### src/rtl/sipo_register_if.sv
// Bus bundle for sipo_register: serial-line inputs plus the valid/ready parallel output side.
// The slave modport is the receiver's view; master is the line driver / consumer view.
interface sipo_register_if #(
   parameter int WIDTH = 4
);
   logic             s_in;
   logic             s_en;
   logic             sof;
   logic [WIDTH-1:0] d_out;
   logic             out_valid;
   logic             out_ready;
   logic             busy;
   logic             frame_err;
   logic             overrun;
   logic             par_err;

   modport slave (
      input  s_in, s_en, sof, out_ready,
      output d_out, out_valid, busy, frame_err, overrun, par_err
   );

   modport master (
      output s_in, s_en, sof, out_ready,
      input  d_out, out_valid, busy, frame_err, overrun, par_err
   );
endinterface

### src/rtl/sipo_register.sv
// Serial-in/parallel-out receiver: framed MSB-first bit stream into a single-entry valid/ready buffer.
// Optional trailing even-parity bit is checked when PARITY_CHECK_EN is defined.
module sipo_register #(
   parameter int WIDTH = 4
) (
   input  logic          clk,
   input  logic          reset,
   sipo_register_if.slave bus
);

   localparam int               CNT_W     = $clog2(WIDTH + 1);
   localparam logic [CNT_W-1:0] LAST_DATA = CNT_W'(WIDTH - 1);

`ifdef PARITY_CHECK_EN
   typedef enum logic [1:0] {S_IDLE = 2'd0, S_SHIFT = 2'd1, S_PAR = 2'd2} state_t;
`else
   typedef enum logic [1:0] {S_IDLE = 2'd0, S_SHIFT = 2'd1} state_t;
`endif

   state_t           r_state;
   state_t           w_state_nxt;
   logic [CNT_W-1:0] r_cnt;
   logic [WIDTH-1:0] r_shreg;
   logic [WIDTH-1:0] r_dout;
   logic             r_out_valid;
   logic             r_frame_err;
   logic             r_overrun;

   logic             w_first;
   logic             w_abort;
   logic             w_shift;
   logic             w_complete;
   logic             w_busy;
   logic             w_accept;
   logic [WIDTH-1:0] w_shreg_nxt;
   logic [WIDTH-1:0] w_word;

   always_ff @(posedge clk or negedge reset) begin
      if (!reset) r_state <= S_IDLE;
      else        r_state <= w_state_nxt;
   end

   always_comb begin
      w_state_nxt = r_state;
      case (r_state)
         S_IDLE: begin
            if (bus.s_en && bus.sof) w_state_nxt = S_SHIFT;
         end
         S_SHIFT: begin
            if (bus.s_en && !bus.sof && (r_cnt == LAST_DATA)) begin
`ifdef PARITY_CHECK_EN
               w_state_nxt = S_PAR;
`else
               w_state_nxt = S_IDLE;
`endif
            end
         end
`ifdef PARITY_CHECK_EN
         S_PAR: begin
            // a sof here restarts the frame just as it does in SHIFT
            if (bus.s_en) w_state_nxt = bus.sof ? S_SHIFT : S_IDLE;
         end
`endif
         default: w_state_nxt = S_IDLE;
      endcase
   end

   always_comb begin
      w_first    = 1'b0;
      w_abort    = 1'b0;
      w_shift    = 1'b0;
      w_complete = 1'b0;
      w_busy     = (r_state != S_IDLE);
      case (r_state)
         S_IDLE: begin
            w_first = bus.s_en && bus.sof;
         end
         S_SHIFT: begin
            w_abort = bus.s_en && bus.sof;
            w_shift = bus.s_en && !bus.sof;
`ifndef PARITY_CHECK_EN
            w_complete = bus.s_en && !bus.sof && (r_cnt == LAST_DATA);
`endif
         end
`ifdef PARITY_CHECK_EN
         S_PAR: begin
            w_abort    = bus.s_en && bus.sof;
            w_complete = bus.s_en && !bus.sof;
         end
`endif
         default: ;
      endcase
   end

   // truncating cast drops the oldest bit; it has already left the frame window
   assign w_shreg_nxt = WIDTH'({r_shreg, bus.s_in});

`ifdef PARITY_CHECK_EN
   logic r_par_err;
   logic w_word_par;
   assign w_word     = r_shreg;
   assign w_word_par = (^r_shreg) ^ bus.s_in;
`else
   assign w_word     = w_shreg_nxt;
`endif

   always_ff @(posedge clk or negedge reset) begin
      if (!reset) begin
         r_shreg     <= '0;
         r_cnt       <= '0;
         r_frame_err <= 1'b0;
      end else begin
         r_frame_err <= w_abort;
         if (w_first || w_abort) begin
            r_shreg <= {{(WIDTH-1){1'b0}}, bus.s_in};
            r_cnt   <= CNT_W'(1);
         end else begin
            if (w_shift)         r_shreg <= w_shreg_nxt;
            if (w_complete)      r_cnt   <= '0;
            else if (w_shift)    r_cnt   <= r_cnt + CNT_W'(1);
         end
      end
   end

   // single-entry buffer: a slot is free when empty or being drained this cycle
   assign w_accept = !r_out_valid || bus.out_ready;

   always_ff @(posedge clk or negedge reset) begin
      if (!reset) begin
         r_dout      <= '0;
         r_out_valid <= 1'b0;
         r_overrun   <= 1'b0;
      end else if (w_complete) begin
         if (w_accept) begin
            r_dout      <= w_word;
            r_out_valid <= 1'b1;
         end else begin
            r_overrun   <= 1'b1;
         end
      end else if (bus.out_ready) begin
         r_out_valid <= 1'b0;
      end
   end

`ifdef PARITY_CHECK_EN
   always_ff @(posedge clk or negedge reset) begin
      if (!reset)                      r_par_err <= 1'b0;
      else if (w_complete && w_accept) r_par_err <= w_word_par;
   end
   assign bus.par_err = r_par_err;
`else
   assign bus.par_err = 1'b0;
`endif

   assign bus.d_out     = r_dout;
   assign bus.out_valid = r_out_valid;
   assign bus.busy      = w_busy;
   assign bus.frame_err = r_frame_err;
   assign bus.overrun   = r_overrun;

endmodule

### src/flat_wrapper.sv
// flat-port wrapper written by rule: the top's interface ports become plain ports
module sipo_register_flat 
#(
   parameter int WIDTH = 4
)
  (clk, reset, bus_s_in, bus_s_en, bus_sof, bus_out_ready, bus_d_out, bus_out_valid, bus_busy, bus_frame_err, bus_overrun, bus_par_err);
  sipo_register_if #(.WIDTH(WIDTH)) bus_i ();
  input  logic clk;
  input  logic reset;
  input wire logic [$bits(bus_i.s_in)-1:0] bus_s_in;
  input wire logic [$bits(bus_i.s_en)-1:0] bus_s_en;
  input wire logic [$bits(bus_i.sof)-1:0] bus_sof;
  input wire logic [$bits(bus_i.out_ready)-1:0] bus_out_ready;
  output wire logic [$bits(bus_i.d_out)-1:0] bus_d_out;
  output wire logic [$bits(bus_i.out_valid)-1:0] bus_out_valid;
  output wire logic [$bits(bus_i.busy)-1:0] bus_busy;
  output wire logic [$bits(bus_i.frame_err)-1:0] bus_frame_err;
  output wire logic [$bits(bus_i.overrun)-1:0] bus_overrun;
  output wire logic [$bits(bus_i.par_err)-1:0] bus_par_err;
  assign bus_i.s_in = bus_s_in;
  assign bus_i.s_en = bus_s_en;
  assign bus_i.sof = bus_sof;
  assign bus_i.out_ready = bus_out_ready;
  assign bus_d_out = bus_i.d_out;
  assign bus_out_valid = bus_i.out_valid;
  assign bus_busy = bus_i.busy;
  assign bus_frame_err = bus_i.frame_err;
  assign bus_overrun = bus_i.overrun;
  assign bus_par_err = bus_i.par_err;
  sipo_register #(.WIDTH(WIDTH)) u_core (.clk(clk), .reset(reset), .bus(bus_i));
endmodule
### config.mk
export PLATFORM = sky130hd
export DESIGN_NAME = sipo_register_flat
export DESIGN_NICKNAME = d
export VERILOG_FILES = /design/src/rtl/sipo_register_if.sv /design/src/rtl/sipo_register.sv /design/src/flat_wrapper.sv
export SDC_FILE = /design/constraint.sdc
export NUM_CORES = 1
export LEC_CHECK = 0
export BUFFER_PORTS_ARGS = -buffer_cell sky130_fd_sc_hd__buf_2
export CORE_MARGIN = 2
export CORE_UTILIZATION = 49
export CTS_CLUSTER_SIZE = 12
export DETAILED_ROUTE_END_ITERATION = 16
export PLACE_DENSITY_LB_ADDON = 0.08
export SKIP_CTS_REPAIR_TIMING = 1
export SLEW_MARGIN = 15
export SYNTH_ARGS = -nofsm -noshare
export SYNTH_HDL_FRONTEND = slang
export SYNTH_SLANG_ARGS = --single-unit
### constraint.sdc
create_clock -name clk -period 2.1 [get_ports clk]
set_input_delay 0.42 -clock clk [delete_from_list [all_inputs] [get_ports clk]]
set_output_delay 0.42 -clock clk [all_outputs]
set_load 0.1 [all_outputs]
======== After elaboration in Yosys (flattened, before gate mapping) ========
Cells that the tools add are included.
word-level totals
  flip-flop bits (word level) ............. 15
  bits of input ports ..................... 6
  output and inout port bits .............. 9
cells by class
  $add $sub $neg .......................... 1
  eq/ne operators ......................... 5
  muxes and demuxes ....................... 15
  bitwise gates (word level) .............. 1
  reductions and logical operators ........ 16
operators with widths
  cell                                                                      number
  3-bit two-way mux                                                         5
  2-bit AND reduction                                                       4
  1-bit two-way mux                                                         7
  2-bit nonzero test                                                        3
  2-bit two-way mux                                                         2
  2-bit by 1-bit inequality test with 1-bit output (second input constant)  2
  2-bit one-hot mux with 2 select lines                                     1
  3-bit by 1-bit adder with 3-bit output (second input constant)            1
  3-bit by 2-bit == test with 1-bit output (second input constant)          1
  1-bit logical AND                                                         3
  3-bit nonzero test                                                        1
  2-bit by 1-bit == test with 1-bit output (second input constant)          1
  1-bit logical NOT                                                         2
  2-bit logical NOT                                                         1
  1-bit logical OR                                                          2
  2-bit inequality test (second input constant)                             1
  1-bit inverter                                                            1

======== Depth between registers and ports, before layout ========
Gate-level depths: netlist (run 1).
  word-level depth ........................ 6
  gate-level depth with buffers ........... 5
  gate-level depth less buffers ........... 5

======== Worst setup path after synthesis (run 1) ========
No wires, ideal clock.
  path kind ............................... register to register
  start point ............................. reg u_core.r_state[0]
  end point ............................... reg u_core.r_dout[0], in the netlist u_core.bus.d_out[0]
  library setup time ...................... 125 ps
  arrival ................................. 1735 ps
  required time ........................... 1975 ps
  slack ................................... 240 ps
  cell stages (with the launch flop) ...... 4
  path buffers ............................ 0
  clock period less this slack ............ 1860 ps
  cell sequence ........................... dfrtp_1 > nand4b_4 > nor2b_4 > mux2_2
on the way
  cells in the longest elaborated chain, start to end .. 3
RTL lines
  item                                      line                  text
  start: declaration                        sipo_register.sv:20   state_t r_state;
  start signal: assignment                  sipo_register.sv:40   else r_state <= w_state_nxt;
  2-bit by 1-bit == test with 1-bit output  sipo_register.sv:74   case (r_state)
  1-bit two-way mux                         sipo_register.sv:74
  2-bit AND reduction (no line)             n/a
  end signal: assignment                    sipo_register.sv:135  r_dout <= w_word;
  end: declaration                          sipo_register.sv:24   logic [WIDTH-1:0] r_dout;
No other way between the ends.
A chain may end at the register's enable or synchronous reset.

======== Final worst setup path (run 1) ========
  start point ............................. reg u_core.r_state[0]
  end point ............................... out bus_busy
on the way
  cells in the longest elaborated chain, start to end .. 1
RTL lines
  item                line                 text
  2-bit nonzero test  sipo_register.sv:73  w_busy = (r_state != S_IDLE);
  end: declaration    flat_wrapper.sv:16   output wire logic [$bits(bus_i.busy)-1:0] bus_busy;
No other way between the ends.

==> results of run 1 <==
==> per-layer routing <==
| metal | part of all wire | global-route usage | vias up | wire (µm) |
|---|---|---|---|---|
| met3 | 0.060 | 0.0833 | 0 | 62 |
| li1 | - | - | 215 | - |
| met5 | 0 | 0 | - | 0 |
| met2 | 0.46 | 0.222 | 13 | 474 |
| met1 | 0.48 | 0.206 | 206 | 496 |
| met4 | 0 | 0.0750 | 0 | 0 |
==> cells by family after synthesis <==
| family | count (synthesis) | synth area share |
|---|---|---|
| AO/OA/AOI/OAI | 11 | 0.121 |
| adder cells (fa/ha/maj) | 2 | 0.0390 |
| buffers and inverters | 8 | 0.0565 |
| flip-flops | 14 | 0.546 |
| multiplexers | 5 | 0.0877 |
| other | 1 | 0.00584 |
| AND/OR/NAND/NOR | 13 | 0.144 |
==> final timing paths <==
kind,endpoint,slack [ns],cells after the start
worst min register to register,u_core.bus.overrun,0.48,1
worst min-delay path,u_core.r_cnt[2],0.01,1
max in group asynchronous,u_core.bus.d_out[1],1.86,1
worst max register to register,u_core.bus.d_out[0],0.50,5
min in group clk,u_core.r_shreg[0],0.40,2
worst max-delay path,bus_busy,0.36,1
==> per-stage QoR <==
stage	setup WS, ns	utilization	hold slack (ns)	instance area [µm²]
after floorplan	0.240	-	0.124	642
after global placement	0.549	0.558	0.328	708
after detailed placement	0.512	0.558	0.324	708
after CTS	0.342	0.587	0.0130	744
after global routing	0.281	0.587	0.0194	744
final	0.356	0.587	0.0116	744
==> cell usage in the layout, fill, tap and decap left out, types with 2 or more instances in the layout <==
master	netlist	layout
and3_2	2	2
buf_2	2	13
clkbuf_4	0	3
dfrtp_1	14	14
ha_1	2	2
inv_1	5	5
mux2_2	5	5
nand2_1	6	6
o21ai_0	3	3
o41ai_1	2	2
==> cell usage after synthesis <==
master	instances
a21oi_1	1
a22o_1	1
a2bb2oi_1	1
and3_2	2
buf_2	2
buf_4	1
conb_1	1
dfrtp_1	14
ha_1	2
inv_1	5
mux2_2	5
nand2_1	6
nand2b_1	1
nand4b_4	1
nor2_1	1
nor2b_4	1
nor3b_1	1
o21ai_0	3
o21bai_1	1
o22ai_1	1
o2bb2ai_1	1
o41ai_1	2
==> state kept, by name, summed over array words and instances (netlist names) <==
register	flops
u_core.bus.out_valid	1
u_core.r_shreg	3
u_core.r_state	1
u_core.bus.d_out	4
u_core.bus.frame_err	1
u_core.r_cnt	3
u_core.bus.overrun	1
==> layout make-up <==
class / count / share of cell area
tap: 15 / 0.0252
sequential: 14 / 0.471
inverter: 5 / 0.0252
clock buffer: 4 / 0.0487
timing repair buffer: 13 / 0.0874
multi-input combinational: 32 / 0.343
==> run_results.csv, run 1 <==
group,metric,value,unit
status,status,"finished clean",
cells_and_area,drive_above_1_share,0.382,
synth,synth_nets,62,
sta,period_minus_slack,1.74,ns
setup_path,cp_slowest_stage_delay,0.55,ns
detailed_routing,vias,434,
placement,place.gp.congestion,0.750,
sta,fin_crit_sh,0.831,
synth,yosysWarningCount,0,
sta,finalMaxSlewViolations,0,
synth,yosysSeqAreaShare,0.546,
setup_path,critPathMaxFanout,10,
global_route,antenna_found_initial,0,
detailed_routing,drt-initial-drc-count,2,
sta,rsz0062_at_grt,"no",
sta,setup-tns-final,0,ns
sta,fmax,573,MHz
cells_and_area,syn2layout_area_growth,16.0,%
flow_run,drv_cap,0,
detailed_routing,postRouteAntennaNets,0,
clock_network,clock_latency,0.28,ns
setup_path,cp.buffers_inverters,1,
detailed_routing,viasPerCell,5.23,
global_route,overflow,0,
setup_path,crit_start,"u_core.r_state[0]",
clock_network,cts.sinks,14,
setup_path,critPathLaunchType,"flop",
placement,dpl.cell_count,79,
sta,skew,0.00556,ns
detailed_routing,first_pass_iters,2,
cells_and_area,diodes,0,
detailed_routing,routed_wirelength,1.03,mm
clock_network,cts_buffers,3,
cells_and_area,multi_input_area,255,µm²
setup_path,cpMaxStageDelayCell,"dfrtp_1",
die,initial_utilization,0.506,
global_route,grt_pass1_vias,374,
sta,hold_viol,0,
detailed_routing,wl_per_cell,12.4,µm
synth,netlist.area_leader.share,0.546,
placement,post-dp-hpwl,787,µm
setup_path,worstPathCellList,"buf_2",
die,pin_count,15,
clock_network,clockRootBuffer,"clkbuf_4",
synth,ys_types,22,
synth,avgSynthCellArea,11.9,µm²
clock_network,clock_path_buffers,2,
setup_path,worstPathRequired,1.68,ns
global_route,grt_max_degree,15,
synth,ys_top_cells_by_area,"dfrtp_1 (55%), mux2_2 (8.8%), ha_1 (3.9%)",
die,die_h,40.2,µm
setup_path,reg2reg_from,"u_core.r_cnt[0]",
cells_and_area,final_nets,77,
cells_and_area,fillers,110,
sta,setup_viol,0,
die,dieArea,1620,µm²
synth,syn-cell-area,642,µm²
global_route,grt_usage,0.161,
setup_path,critPathKind,"reg -> out",
detailed_routing,drc,0,
hold_path,hp-class,"in -> async",
clock_network,clk_pin_slew,0.08,ns
die,die_w,40.2,µm
setup_path,path_delay_family,"flip-flops",
synth,synth_largest_area_cell,"dfrtp_1",
placement,portBuffers,13,
clock_network,tritoncts,"built",
clock_network,h-tree-depth,1,
synth,ys_ff_latch,14,
die,coreArea,1270,µm²
die,std_cell_rows,13,
setup_path,arrival,1.32,ns
cells_and_area,seq_area,350,µm²
synth,synth_cells,54,
global_route,grt_pass1_wl,1.60,mm
cells_and_area,finalNonFillerCells,83,
setup_path,worst_setup_path_end_kind,"output port",
Power of run 1 is left out: the tool's default activity adds up to more than one toggle a clock period on the data nets, which glitch-free logic cannot reach.
==> run 2, diff against run 1 <==
CORE_UTILIZATION = 45   (was 49)
clock period = 1.5 ns   (was 2.1 ns; I/O delays follow)
==> run 2 against run 1 <==
Net effect:
- non-clock buffer count rose by 4
- critical endpoint is now u_core.bus.d_out[1]
- critical path type is now reg -> reg
- sequential cell count stayed put
- worst hold slack improved by 0.27 ns
- critical path depth rose by 4
- largest cell class unchanged
==> run_results.csv, run 2 (same netlist as run 1, synthesis figures left out) <==
group,metric,value,unit
status,status,"finished clean",
global_route,overflow,0,
placement,place.gp.congestion,0.746,
clock_network,clock_latency,0.27,ns
setup_path,critPathMaxFanout,4,
global_route,use_met2,0.197,
setup_path,arrival,1.65,ns
clock_network,clk_pin_slew,0.08,ns
global_route,grt_pass1_wl,1.77,mm
hold_path,hp-class,"in -> reg",
placement,portBuffers,13,
sta,setup_viol,0,
sta,fin_ws,0.00806,ns
die,die_h,41.8,µm
sta,worst_hold_slack,0.280,ns
detailed_routing,postRouteAntennaNets,0,
placement,place_area,743,µm²
setup_path,worst_setup_path_end_kind,"flop",
die,coreArea,1320,µm²
sta,finalMaxSlewViolations,0,
detailed_routing,routed_wirelength,1.06,mm
sta,fmax,670,MHz
clock_network,h-tree-depth,1,
setup_path,worstPathRequired,1.65,ns
setup_path,critPathKind,"reg -> reg",
die,std_cell_rows,13,
detailed_routing,first_pass_iters,3,
sta,rsz0062_at_grt,"yes",
setup_path,r2r_slack,0.008,ns
detailed_routing,vias,432,
clock_network,clockRootBuffer,"clkbuf_4",
clock_network,cts_buffers,3,
die,initial_utilization,0.487,
detailed_routing,drt-initial-drc-count,5,
cells_and_area,mostFrequentLayoutCells,"buf_2 (12), dfrtp_1 (12), nand2_1 (6)",
cells_and_area,syn2layout_area_growth,25.0,%
cells_and_area,final_cell_area,802,µm²
global_route,gr-usage-met1,0.178,
cells_and_area,diodes,0,
sta,hold_viol,0,
clock_network,clock_path_buffers,2,
clock_network,cts.sinks,14,
die,die_w,41.8,µm
global_route,grt_usage,0.138,
sta,period_minus_slack,1.49,ns
setup_path,critPathLaunchType,"flop",
placement,place_ws,0.0103,ns
cells_and_area,final_nets,81,
cells_and_area,drive_above_1_share,0.444,
global_route,antenna_found_initial,0,
cells_and_area,largest_register_ffs,4,
global_route,met3_usage,0.0783,
flow_run,drv_cap,0,
sta,fin_crit_sh,0.995,
sta,skew,0.00953,ns
global_route,grt_pass1_vias,396,
detailed_routing,drc,0,
global_route,gr-max-usage-layer,"met2",
die,pin_count,15,
clock_network,tritoncts,"built",
detailed_routing,wl_per_cell,12.2,µm
global_route,grt_max_degree,15,
detailed_routing,viasPerCell,4.97,
die,dieArea,1740,µm²
## run 2: final timing paths
check	cells past startpoint	to	from
max in group asynchronous	2	u_core.r_state[0]	reset
worst max register to register	5	u_core.bus.d_out[1]	u_core.r_cnt[0]
worst max-delay path	5	u_core.bus.d_out[1]	u_core.r_cnt[0]
min in group asynchronous	2	u_core.r_state[0]	reset
worst min register to register	1	u_core.bus.overrun	u_core.bus.overrun
worst min-delay path	2	u_core.bus.d_out[0]	bus_s_in
## run 2: critical path: stages, from the launching register on
cell      delay (ns)
dfrtp_1         0.38
ha_2            0.21
ha_4            0.15
nand4b_4        0.12
nor2b_4         0.17
mux2_2          0.34
## run 2: area by class of cell
class                   instances  area, µm²
inverters                       5       18.8
repair buffers                 17        113
multi-input cells              32        270
flip-flops and latches         14        355
fillers                       116        515
clock buffers                   4       26.3
well taps                      15       18.8
## run 2: layer usage
metal  wire length (µm)  part of all wire  vias up
li1                   -                 -      223
met1                526              0.50      195
met2                464              0.44       14
met3                 68             0.064        0
met4                  0                 0        0
met5                  0                 0        -
## run 2: stage by stage
step                std cells  TNS (ns)   util
finish                     87         0  0.609
CTS                        85   -0.0101  0.584
detailed placement         81         0  0.564
global placement           81         0  0.564
global route               87    -0.168  0.609
floorplan                  54         0      -
Power of run 2 is left out for the same reason.
==> run 3, diff against run 2 <==
CORE_UTILIZATION = 49   (was 45)
clock period = 1.4 ns   (was 1.5 ns; I/O delays follow)
==> run 3 against run 2 <==
Net effect:
- the run now ends with setup timing left
- sequential share of layout area is 4.4 points lower
- via count rose by 8.6%
- design area is 11% higher
- utilization grew 9.3 points
- final cell count grew 5.7%
- setup slack got worse by 0.057 ns
- highest routed layer is now met4
- critical path type unchanged
- global-route usage increased by 2.2 points
- worst hold slack worse by 0.042 ns
- count of clock-buffer cells in the layout stayed put
- non-clock buffer count increased by 5
==> run_results.csv, run 3 (same netlist as run 1, synthesis figures left out) <==
group,metric,value,unit
status,status,"finished, violations left",
status,violations,"setup timing",
cells_and_area,final_common_cell,"dfrtp_1",
sta,fin_crit_sh,1.04,
die,initial_utilization,0.506,
placement,place.gp.congestion,0.801,
cells_and_area,finalNonFillerCells,92,
setup_path,arrival,1.62,ns
detailed_routing,viasPerCell,5.10,
global_route,overflow,0,
sta,skew,0.00367,ns
sta,rsz0062_at_grt,"yes",
global_route,antenna_found_initial,0,
clock_network,tritoncts,"built",
setup_path,critPathKind,"reg -> reg",
die,dieArea,1620,µm²
hold_path,hp-class,"in -> reg",
clock_network,clk_pin_slew,0.09,ns
global_route,grt_pass1_vias,380,
cells_and_area,syn2layout_area_growth,38.8,%
detailed_routing,routed_wirelength,1.12,mm
clock_network,clock_path_buffers,2,
cells_and_area,utilization,0.702,
clock_network,cts.sinks,14,
sta,fin_ws,-0.0493,ns
global_route,grt_usage,0.160,
global_route,grt_max_degree,15,
cells_and_area,largest_register_ffs,4,
sta,finalMaxSlewViolations,0,
detailed_routing,drt-initial-drc-count,2,
clock_network,clockRootBuffer,"clkbuf_4",
global_route,grt_pass1_wl,1.61,mm
detailed_routing,first_pass_iters,4,
clock_network,h-tree-depth,1,
detailed_routing,wl_per_cell,12.2,µm
detailed_routing,vias,469,
detailed_routing,drc,0,
cells_and_area,drive_above_1_share,0.532,
die,pin_count,15,
placement,post-dp-hpwl,792,µm
sta,hold_viol,0,
sta,period_minus_slack,1.45,ns
placement,dpl.cell_count,85,
cells_and_area,final_nets,86,
setup_path,worstPathRequired,1.57,ns
clock_network,cts_buffers,3,
setup_path,critPathLaunchType,"flop",
placement,portBuffers,13,
cells_and_area,diodes,0,
cells_and_area,mostFrequentLayoutCells,"dfrtp_1 (12), buf_2 (11), buf_4 (7)",
detailed_routing,postRouteAntennaNets,0,
flow_run,drv_cap,0,
die,std_cell_rows,13,
sta,setup_viol,4,
clock_network,clock_latency,0.28,ns
cells_and_area,fillers,90,
die,die_h,40.2,µm
setup_path,worst_setup_path_end_kind,"flop",
die,coreArea,1270,µm²
die,die_w,40.2,µm
sta,fmax,690,MHz
setup_path,critPathMaxFanout,4,
==> run 3: cell count changes in the layout (fill, tap and decap cells not counted), moves of 2 or more <==
cell / change
mux2_2: -4
o41ai_2: +2
o41ai_1: -2
mux2_4: +4
buf_4: +4
==> run 3: metrics by stage <==
stage	setup TNS, ns	instance area [µm²]	hold WS, ns	setup WS (ns)
finish	-0.191	891	0.238	-0.0493
global placement	-0.0563	788	0.189	-0.0198
global route	-0.428	891	0.230	-0.107
detailed placement	-0.0986	788	0.188	-0.0268
floorplan	-0.0821	662	-0.0156	-0.0205
CTS	-0.185	825	-0.125	-0.0406
==> run 3: path summary, 6_finish.rpt <==
| check | start | endpoint | slack [ns] | cells after the start |
|---|---|---|---|---|
| max reg2reg | u_core.r_cnt[0] | u_core.bus.d_out[2] | -0.05 | 5 |
| max in group asynchronous | reset | u_core.r_state[0] | 0.73 | 2 |
| min | bus_s_in | u_core.bus.d_out[0] | 0.24 | 2 |
| min reg2reg | u_core.bus.overrun | u_core.bus.overrun | 0.49 | 1 |
| max | u_core.r_cnt[0] | u_core.bus.d_out[2] | -0.05 | 5 |
| min in group asynchronous | reset | u_core.bus.overrun | 0.41 | 2 |
==> run 3: metal layers <==
metal,track usage,share of wire
met5,0,0
met4,0.100,0.020
met3,0.0667,0.049
met2,0.230,0.48
met1,0.196,0.45
==> run 3: layout make-up <==
| type | instances | area [µm²] | area share |
|---|---|---|---|
| clock buffers | 4 | 36.3 | 0.0407 |
| inverters | 5 | 18.8 | 0.0211 |
| multi-input cells | 32 | 305 | 0.343 |
| flip-flops and latches | 14 | 355 | 0.399 |
| well taps | 15 | 18.8 | 0.0211 |
| repair buffers | 22 | 156 | 0.176 |
==> run 3: worst max-delay path: stages (launching register included) <==
cell,delay [ns]
dfrtp_1,0.37
ha_2,0.19
ha_4,0.14
nand4b_4,0.11
nor2b_4,0.20
mux2_4,0.32
Power of run 3 is left out for the same reason.
